## src/rtl/div_restoring_seq_pkg.sv

```systemverilog
// Shared definitions for the sequential restoring divider.
//  - state_e       : control FSM encoding (IDLE / RUN / DONE)
//  - DBZ_QUOTIENT  : all-ones quotient returned on divide-by-zero. The top
//                    takes its low N bits, so N may not exceed 64.
package div_restoring_seq_pkg;

    typedef enum logic [1:0] {
        ST_IDLE = 2'd0,
        ST_RUN  = 2'd1,
        ST_DONE = 2'd2
    } state_e;

    localparam int          DBZ_QUOTIENT_W = 64;
    localparam logic [63:0] DBZ_QUOTIENT   = '1;

endpackage

```

## src/rtl/div_restoring_seq_adder_la4.sv

```systemverilog
// adder_la4: N-bit adder built from 4-bit carry-lookahead groups. Carries
// are fully looked ahead inside each group and rippled between groups.
// Ports:
//  a, b  in  N  addends
//  cin   in  1  carry into bit 0
//  sum   out N  a + b + cin (low N bits)
//  cout  out 1  carry out of bit N-1
// N must be a multiple of 4.
module adder_la4 #(
    parameter int N = 32
) (
    input  logic [N-1:0] a,
    input  logic [N-1:0] b,
    input  logic         cin,
    output logic [N-1:0] sum,
    output logic         cout
);

    localparam int NG = N / 4;

    // carry[gi] is the carry into group gi; carry[NG] leaves the adder.
    logic [NG:0] carry;

    assign carry[0] = cin;
    assign cout     = carry[NG];

    genvar gi;
    generate
        for (gi = 0; gi < NG; gi++) begin : g_grp
            logic [3:0] p;
            logic [3:0] g;
            logic [3:0] c;

            assign p = a[4*gi +: 4] ^ b[4*gi +: 4];
            assign g = a[4*gi +: 4] & b[4*gi +: 4];

            // Lookahead carries within the group, all from the group carry-in.
            assign c[0] = carry[gi];
            assign c[1] = g[0] | (p[0] & carry[gi]);
            assign c[2] = g[1] | (p[1] & g[0]) | (p[1] & p[0] & carry[gi]);
            assign c[3] = g[2] | (p[2] & g[1]) | (p[2] & p[1] & g[0])
                        | (p[2] & p[1] & p[0] & carry[gi]);
            assign carry[gi+1] = g[3] | (p[3] & g[2]) | (p[3] & p[2] & g[1])
                               | (p[3] & p[2] & p[1] & g[0])
                               | (p[3] & p[2] & p[1] & p[0] & carry[gi]);

            assign sum[4*gi +: 4] = p ^ c;
        end
    endgenerate

endmodule

```

## src/rtl/div_restoring_seq.sv

```systemverilog
// div_restoring_seq: iterative unsigned restoring divider, one quotient bit
// per clock, valid/ready on both sides.
// Ports:
//  clk          in   1  clock, all state on posedge
//  rst          in   1  synchronous active-high reset
//  in_valid     in   1  operands valid
//  in_ready     out  1  high only in IDLE
//  dividend     in   N  unsigned dividend
//  divisor      in   N  unsigned divisor
//  out_valid    out  1  high only in DONE
//  out_ready    in   1  consumer takes result
//  quotient     out  N  unsigned quotient
//  remainder    out  N  unsigned remainder
//  div_by_zero  out  1  divisor was zero for this result
// Outputs are flops or decodes of the state flop only; there is no
// combinational path from any input to any output.
module div_restoring_seq
    import div_restoring_seq_pkg::*;
#(
    parameter int N = 32
) (
    input  logic         clk,
    input  logic         rst,
    input  logic         in_valid,
    output logic         in_ready,
    input  logic [N-1:0] dividend,
    input  logic [N-1:0] divisor,
    output logic         out_valid,
    input  logic         out_ready,
    output logic [N-1:0] quotient,
    output logic [N-1:0] remainder,
    output logic         div_by_zero
);

    localparam int CW = $clog2(N);

    state_e        state_q, state_d;
    logic [N-1:0]  q_q, q_d;      // dividend shifting out / quotient shifting in
    logic [N-1:0]  r_q, r_d;      // partial remainder
    logic [N-1:0]  d_q, d_d;      // latched divisor
    logic [CW-1:0] cnt_q, cnt_d;
    logic [N-1:0]  quot_q, quot_d;
    logic [N-1:0]  rem_q, rem_d;
    logic          dbz_q, dbz_d;

    // Trial subtraction S - D through the lookahead adder.
    logic [N-1:0] shift_rem;
    logic         top_bit;
    logic [N-1:0] diff;
    logic         no_borrow;
    logic         ok;

    assign shift_rem = {r_q[N-2:0], q_q[N-1]};
    assign top_bit   = r_q[N-1];

    adder_la4 #(.N(N)) u_sub (
        .a    (shift_rem),
        .b    (~d_q),
        .cin  (1'b1),
        .sum  (diff),
        .cout (no_borrow)
    );

    // The shifted remainder is really N+1 bits wide; a set top bit means it
    // already exceeds any N-bit divisor, so the subtraction always fits.
    assign ok = top_bit | no_borrow;

    always_comb begin
        state_d = state_q;
        q_d     = q_q;
        r_d     = r_q;
        d_d     = d_q;
        cnt_d   = cnt_q;
        quot_d  = quot_q;
        rem_d   = rem_q;
        dbz_d   = dbz_q;

        unique case (state_q)
            ST_IDLE: begin
                if (in_valid) begin
                    q_d   = dividend;
                    r_d   = '0;
                    d_d   = divisor;
                    cnt_d = '0;
                    if (divisor == '0) begin
                        quot_d  = DBZ_QUOTIENT[N-1:0];
                        rem_d   = dividend;
                        dbz_d   = 1'b1;
                        state_d = ST_DONE;
                    end else begin
                        dbz_d   = 1'b0;
                        state_d = ST_RUN;
                    end
                end
            end
            ST_RUN: begin
                r_d   = ok ? diff : shift_rem;
                q_d   = {q_q[N-2:0], ok};
                cnt_d = cnt_q + CW'(1);
                if (cnt_q == CW'(N - 1)) begin
                    quot_d  = q_d;
                    rem_d   = r_d;
                    state_d = ST_DONE;
                end
            end
            ST_DONE: begin
                if (out_ready) begin
                    state_d = ST_IDLE;
                end
            end
            default: begin
                state_d = ST_IDLE;
            end
        endcase
    end

    always_ff @(posedge clk) begin
        if (rst) begin
            state_q <= ST_IDLE;
            q_q     <= '0;
            r_q     <= '0;
            d_q     <= '0;
            cnt_q   <= '0;
            quot_q  <= '0;
            rem_q   <= '0;
            dbz_q   <= 1'b0;
        end else begin
            state_q <= state_d;
            q_q     <= q_d;
            r_q     <= r_d;
            d_q     <= d_d;
            cnt_q   <= cnt_d;
            quot_q  <= quot_d;
            rem_q   <= rem_d;
            dbz_q   <= dbz_d;
        end
    end

    assign in_ready    = (state_q == ST_IDLE);
    assign out_valid   = (state_q == ST_DONE);
    assign quotient    = quot_q;
    assign remainder   = rem_q;
    assign div_by_zero = dbz_q;

endmodule

```

## config.mk

```make
export PLATFORM = sky130hd
export DESIGN_NAME = div_restoring_seq
export DESIGN_NICKNAME = d
export VERILOG_FILES = /design/src/rtl/div_restoring_seq_pkg.sv /design/src/rtl/div_restoring_seq_adder_la4.sv /design/src/rtl/div_restoring_seq.sv
export SDC_FILE = /design/constraint.sdc
export NUM_CORES = 1
export LEC_CHECK = 0
export CAP_MARGIN = 40
export CORE_MARGIN = 4
export CORE_UTILIZATION = 45
export DETAILED_ROUTE_END_ITERATION = 16
export GPL_ROUTABILITY_DRIVEN = 1
export GPL_TIMING_DRIVEN = 1
export PLACE_DENSITY = 0.65
export SYNTH_ARGS = -nofsm -noshare
export SYNTH_HDL_FRONTEND = slang
export SYNTH_SLANG_ARGS = --single-unit
```

## constraint.sdc

```tcl
create_clock -name clk -period 6.4 [get_ports clk]
set_clock_uncertainty 0.15 [all_clocks]
set_input_delay 1.28 -clock clk [delete_from_list [all_inputs] [get_ports clk]]
set_output_delay 1.28 -clock clk [all_outputs]
set_load 0.005 [all_outputs]
```

======== Word-level counts from Yosys, hierarchy flattened ========
Cells that the tools add are included.
storage, ports and cells
  register bits ........................... 168
  output and inout bits ................... 67
  logic and storage cells ................. 274
cells by class
  $add $sub $neg .......................... 1
  equal/unequal tests ..................... 7
  mux-type cells .......................... 21
  bitwise operators ....................... 230
  reductions and logical operators ........ 7
operators with widths
  operator               count
  $mux W32               9
  $pmux W32 S2           4
  $and A1 B1 Y1          124
  $or A1 B1 Y1           81
  $xor A4 B4 Y4          16
  $and A4 B4 Y4          8
  $logic_not A32 Y1      1
  $not A32 Y32           1
  $pmux W5 S2            1
  $mux W2                4
  $pmux W2 S3            1
  $add A5 B1 Y5 const B  1
  $eq A5 B5 Y1 const B   1
  $mux W5                1
  $ne A2 B1 Y1 const B   2
  $ne A2 B2 Y1 const B   2
  $reduce_and A2 Y1      2
  $reduce_and A4 Y1      1
  $reduce_and A3 Y1      1
  $eq A2 B1 Y1 const B   1
  $eq A2 B2 Y1 const B   1
  $logic_not A2 Y1       1
  $reduce_bool A2 Y1     1
  $mux W1                1

======== Logic depth before layout (Yosys ltp) ========
  word-level depth ........................ 25
  depth in mapped cells ................... 14
  depth with buffers taken out ............ 14

======== Hierarchy ========
From an unflattened synthesis, not the netlist that was laid out.
unflattened totals
  cell total of the unflattened synthesis .. 961
  area total of the unflattened synthesis .. 8374.3 um2
by module, submodules not included
  module             instances  cells an instance  area an instance (um2)  seq. area each (um2)
  div_restoring_seq  1          804                7063.0                  3363.2
  adder_la4          1          157                1311.3                  0.0

======== Worst setup path after synthesis ========
OpenSTA, ideal clock, no wires.
  path kind ............................... in2reg
  start point ............................. input divisor[24]
  end point ............................... register rem_q[19], in the netlist remainder[19]
  library setup time ...................... 0.138 ns
  data arrival time ....................... 3.013 ns
  required time ........................... 6.112 ns
  slack ................................... 3.099 ns
  stages .................................. 8
  path buffers ............................ 2
  path through ............................ nor4_1 > nand4_1 > nor2_1 > nand3b_1 > a21oi_1 > clkbuf_1 > buf_1 > o221ai_1
between the ends
  word-level cells in the longest chain between the ends .. 3
ends and longest elaborated chain
  element                             line                      text
  from (decl)                         div_restoring_seq.sv:27   input logic [N-1:0] divisor,
  $logic_not A32 Y1                   div_restoring_seq.sv:85   if (divisor == '0) begin
  $ne A2 B1 Y1 (no source line)       -
  $reduce_and A4 Y1 (no source line)  -
  to (signal assigned)                div_restoring_seq.sv:134  rem_q <= rem_d;
  to (decl)                           div_restoring_seq.sv:43   logic [N-1:0] rem_q, rem_d;
No other way between the ends.
A chain may end at the register's enable or synchronous reset.

======== Worst setup path in the final report ========
  start point ............................. input divisor[6]
  end point ............................... register quot_q[29], in the netlist quotient[29]
between the ends
  word-level cells in the longest chain between the ends .. 3
ends and longest elaborated chain
  element                             line                      text
  $logic_not A32 Y1                   div_restoring_seq.sv:85
  $ne A2 B1 Y1 (no source line)       -
  $reduce_and A4 Y1 (no source line)  -
  to (signal assigned)                div_restoring_seq.sv:133  quot_q <= quot_d;
  to (decl)                           div_restoring_seq.sv:42   logic [N-1:0] quot_q, quot_d;
No other way between the ends.

==> results.yml <==
synth:
  ys_seq_area_share_pct: 39.8
  synthFlopType: "dfxtp_1"
  syn_nets: 1158
  async_flop_share_pct: 0
  synth.cell_area_mm2: 0.00846
  syn_avg_cell_area_um2: 8.07
  ys_types: 63
  synth_area_leaders: "dfxtp_1, nand2_1, a21oi_1, ha_1, a211oi_1"
  synth_top_area_share_pct: 39.8
  yosys_warnings: 0
  ys_seq_elements: 168
  synthCells: 1048
  yosys.area.top_type: "dfxtp_1"
  synth_edf_count: 0
timing:
  slew_viol_final: 0
  setup-violations-final: 0
  timing.final.ws_setup_ns: 2.16
  whs_ns: 0.304
  max-slew-margin-rel_pct: 42.0
  hold_violations: 0
  tns_ns: 0
  fmax_mhz: 236
  period_needed_ns: 4.24
  rsz0062_at_grt: "false"
  min_period_over_period_pct: 66.3
  tightest_slew_ns: 0.870
cts:
  clk_pin_slew_ns: 0.07
  ctsResizeCount: 0
  numCtsBuffers: 17
  h-tree-depth: 4
  cts_hold_buf: 0
  cts_buffer_depth: 2
  cts-root-buf: "clkbuf_16"
  cts_sinks: 168
  cts_setup_buffers: 0
  cts_tree: "yes"
  clock_latency_ns: 0.43
die:
  fp-row-count: 49
  io_pins: 135
  initial_core_util_pct: 46.4
  fp.dieW_um: 145
  dieArea_mm2: 0.0210
  die_h_um: 145
  core-area_mm2: 0.0182
placed_design:
  gp_congestion: 0.812
  detailed_place_hpwl_um: 16800
  io_buffer_count: 134
  preCtsSetupSlack_ns: 1.75
final_layout:
  nets: 1246
  fill_cells: 1665
  final_cell_mix: "dfxtp_1, nand2_1, clkdlybuf4s50_1"
  area_delta_synth_final_pct: 24.4
  antenna_cells: 0
  multiInputGateArea_mm2: 0.00463
  regArea_mm2: 0.00336
  drive_gt1_share_pct: 5.66
  final_common_cell: "dfxtp_1"
grt:
  grt_max_degree: 83
  antenna_found_initial: 0
  grt_pass1_vias: 7209
  track_usage_pct: 22.1
  grt-ovfl-total: 0
  grt_pass1_wl_um: 38700
min_path:
  hold_class: "flop to flop"
worst_setup_path:
  worstPathArrival_ns: 4.43
  crit_type: "input port to flop"
  cp-end-kind: "flop"
  required_ns: 6.58
  critPathMaxFanout: 56
  cp-start-kind: "input port"
routing:
  routedWlPerCell_um: 17.2
  routed_via_density: 5.71
  dr_total_vias: 7871
  first_pass_iters: 5
  drtIter0Drc: 568
  drt-total-wl_um: 23800
  drcViolationCount: 0
  ant_nets: 0
pwr:
  leakagePower_uw: 0.00388
  ir_drop_v: 0.000260
  p_total_uw: 3690
  power_per_cell_area_mw_per_mm2: 351
outcome:
  run_status: "complete, no violations"
flow_run:
  max_cap_viol_count: 0
flip-flops by register name, indices dropped and copies added (netlist names):
register     cells
d_q             32
q_q             32
quotient        32
r_q             32
remainder       32
cnt_q            5
state_q          2
div_by_zero      1
power breakdown:
part	switching, uW	internal, uW
logic	898	573
clock network	477	566
registers	61.8	1120
total	1440	2260
Yosys cell counts (5+ instances only):
cell type and number:
nand4_1 9, nor3_1 29, and3_1 6, o21a_1 11, a21boi_1 8, a21oi_1 94, nor4_1 9, nor2b_1 5
a211oi_1 44, or3_1 5, nand3_1 39, dfxtp_1 168, nand2_1 161, clkbuf_1 61, ha_1 35, o31ai_1 17
o211ai_1 11, xnor2_1 11, buf_1 11, o21ai_0 55, a21o_1 12, inv_1 44, nor2_1 86, a311oi_1 32
a32o_1 13, fa_1 7, xor2_1 7
cell type report:
type	count	area share, %
Clock buffer	18	4.17
Inverter	44	1.57
Multi-Input combinational cell	758	44.0
Clock inverter	14	1.46
Tap cell	229	2.72
Sequential cell	168	32.0
Timing Repair Buffer	147	14.1
path summary, 6_finish.rpt:
check                                          start                         to  slack, ns  depth (start not counted)
worst max-delay path                      divisor[6]  quotient[29]$_SDFFE_PP0P_       2.16                          9
worst min-delay path             d_q[8]$_SDFFE_PP0P_        d_q[8]$_SDFFE_PP0P_       0.30                          2
worst max register to register  q_q[31]$_SDFFE_PP0P_       r_q[18]$_SDFFE_PP0P_       2.73                         10
worst min register to register   d_q[8]$_SDFFE_PP0P_        d_q[8]$_SDFFE_PP0P_       0.30                          2
per-stage QoR:
| stage | std cells | instance area (um2) | util, % |
|---|---|---|---|
| 2_1_floorplan | 1048 | 8460 | - |
| 3_3_place_gp | 1343 | 9860 | 54.2 |
| 3_5_place_dp | 1346 | 9930 | 54.5 |
| 4_1_cts | 1378 | 10500 | 57.8 |
| 5_1_grt | 1378 | 10500 | 57.8 |
| 6_report | 1378 | 10500 | 57.8 |
critical path: stages:
cell and delay (ns):
clkdlybuf4s50_1 0.42, nor4_1 0.56, nand4_1 0.24, nor2_1 0.25, nand3b_1 0.18, a21oi_4 0.59, buf_4 0.57, nor2_1 0.09
a211oi_1 0.22
kinds of logic (layout without fill, tap and decap cells):
group	Yosys count	in the layout	share of synthesized area, %
buffers and inverters	122	223	5.80
DFF	168	168	39.8
adders and majority gates	42	42	6.84
and+or+nand+nor	367	367	19.0
xor gates and xnor gates	18	18	1.86
AOI/OAI and AO/OA	329	329	26.5
muxes	2	2	0.237
per-layer routing:
| metal | share of wire [%] | vias up | track usage (%) |
|---|---|---|---|
| met5 | 0 | - | 0 |
| met1 | 50 | 3611 | 32.9 |
| met2 | 42 | 275 | 32.9 |
| li1 | - | 3958 | - |
| met3 | 6.7 | 27 | 4.24 |
| met4 | 1.4 | 0 | 5.60 |
(Power assumes the default switching activity.)
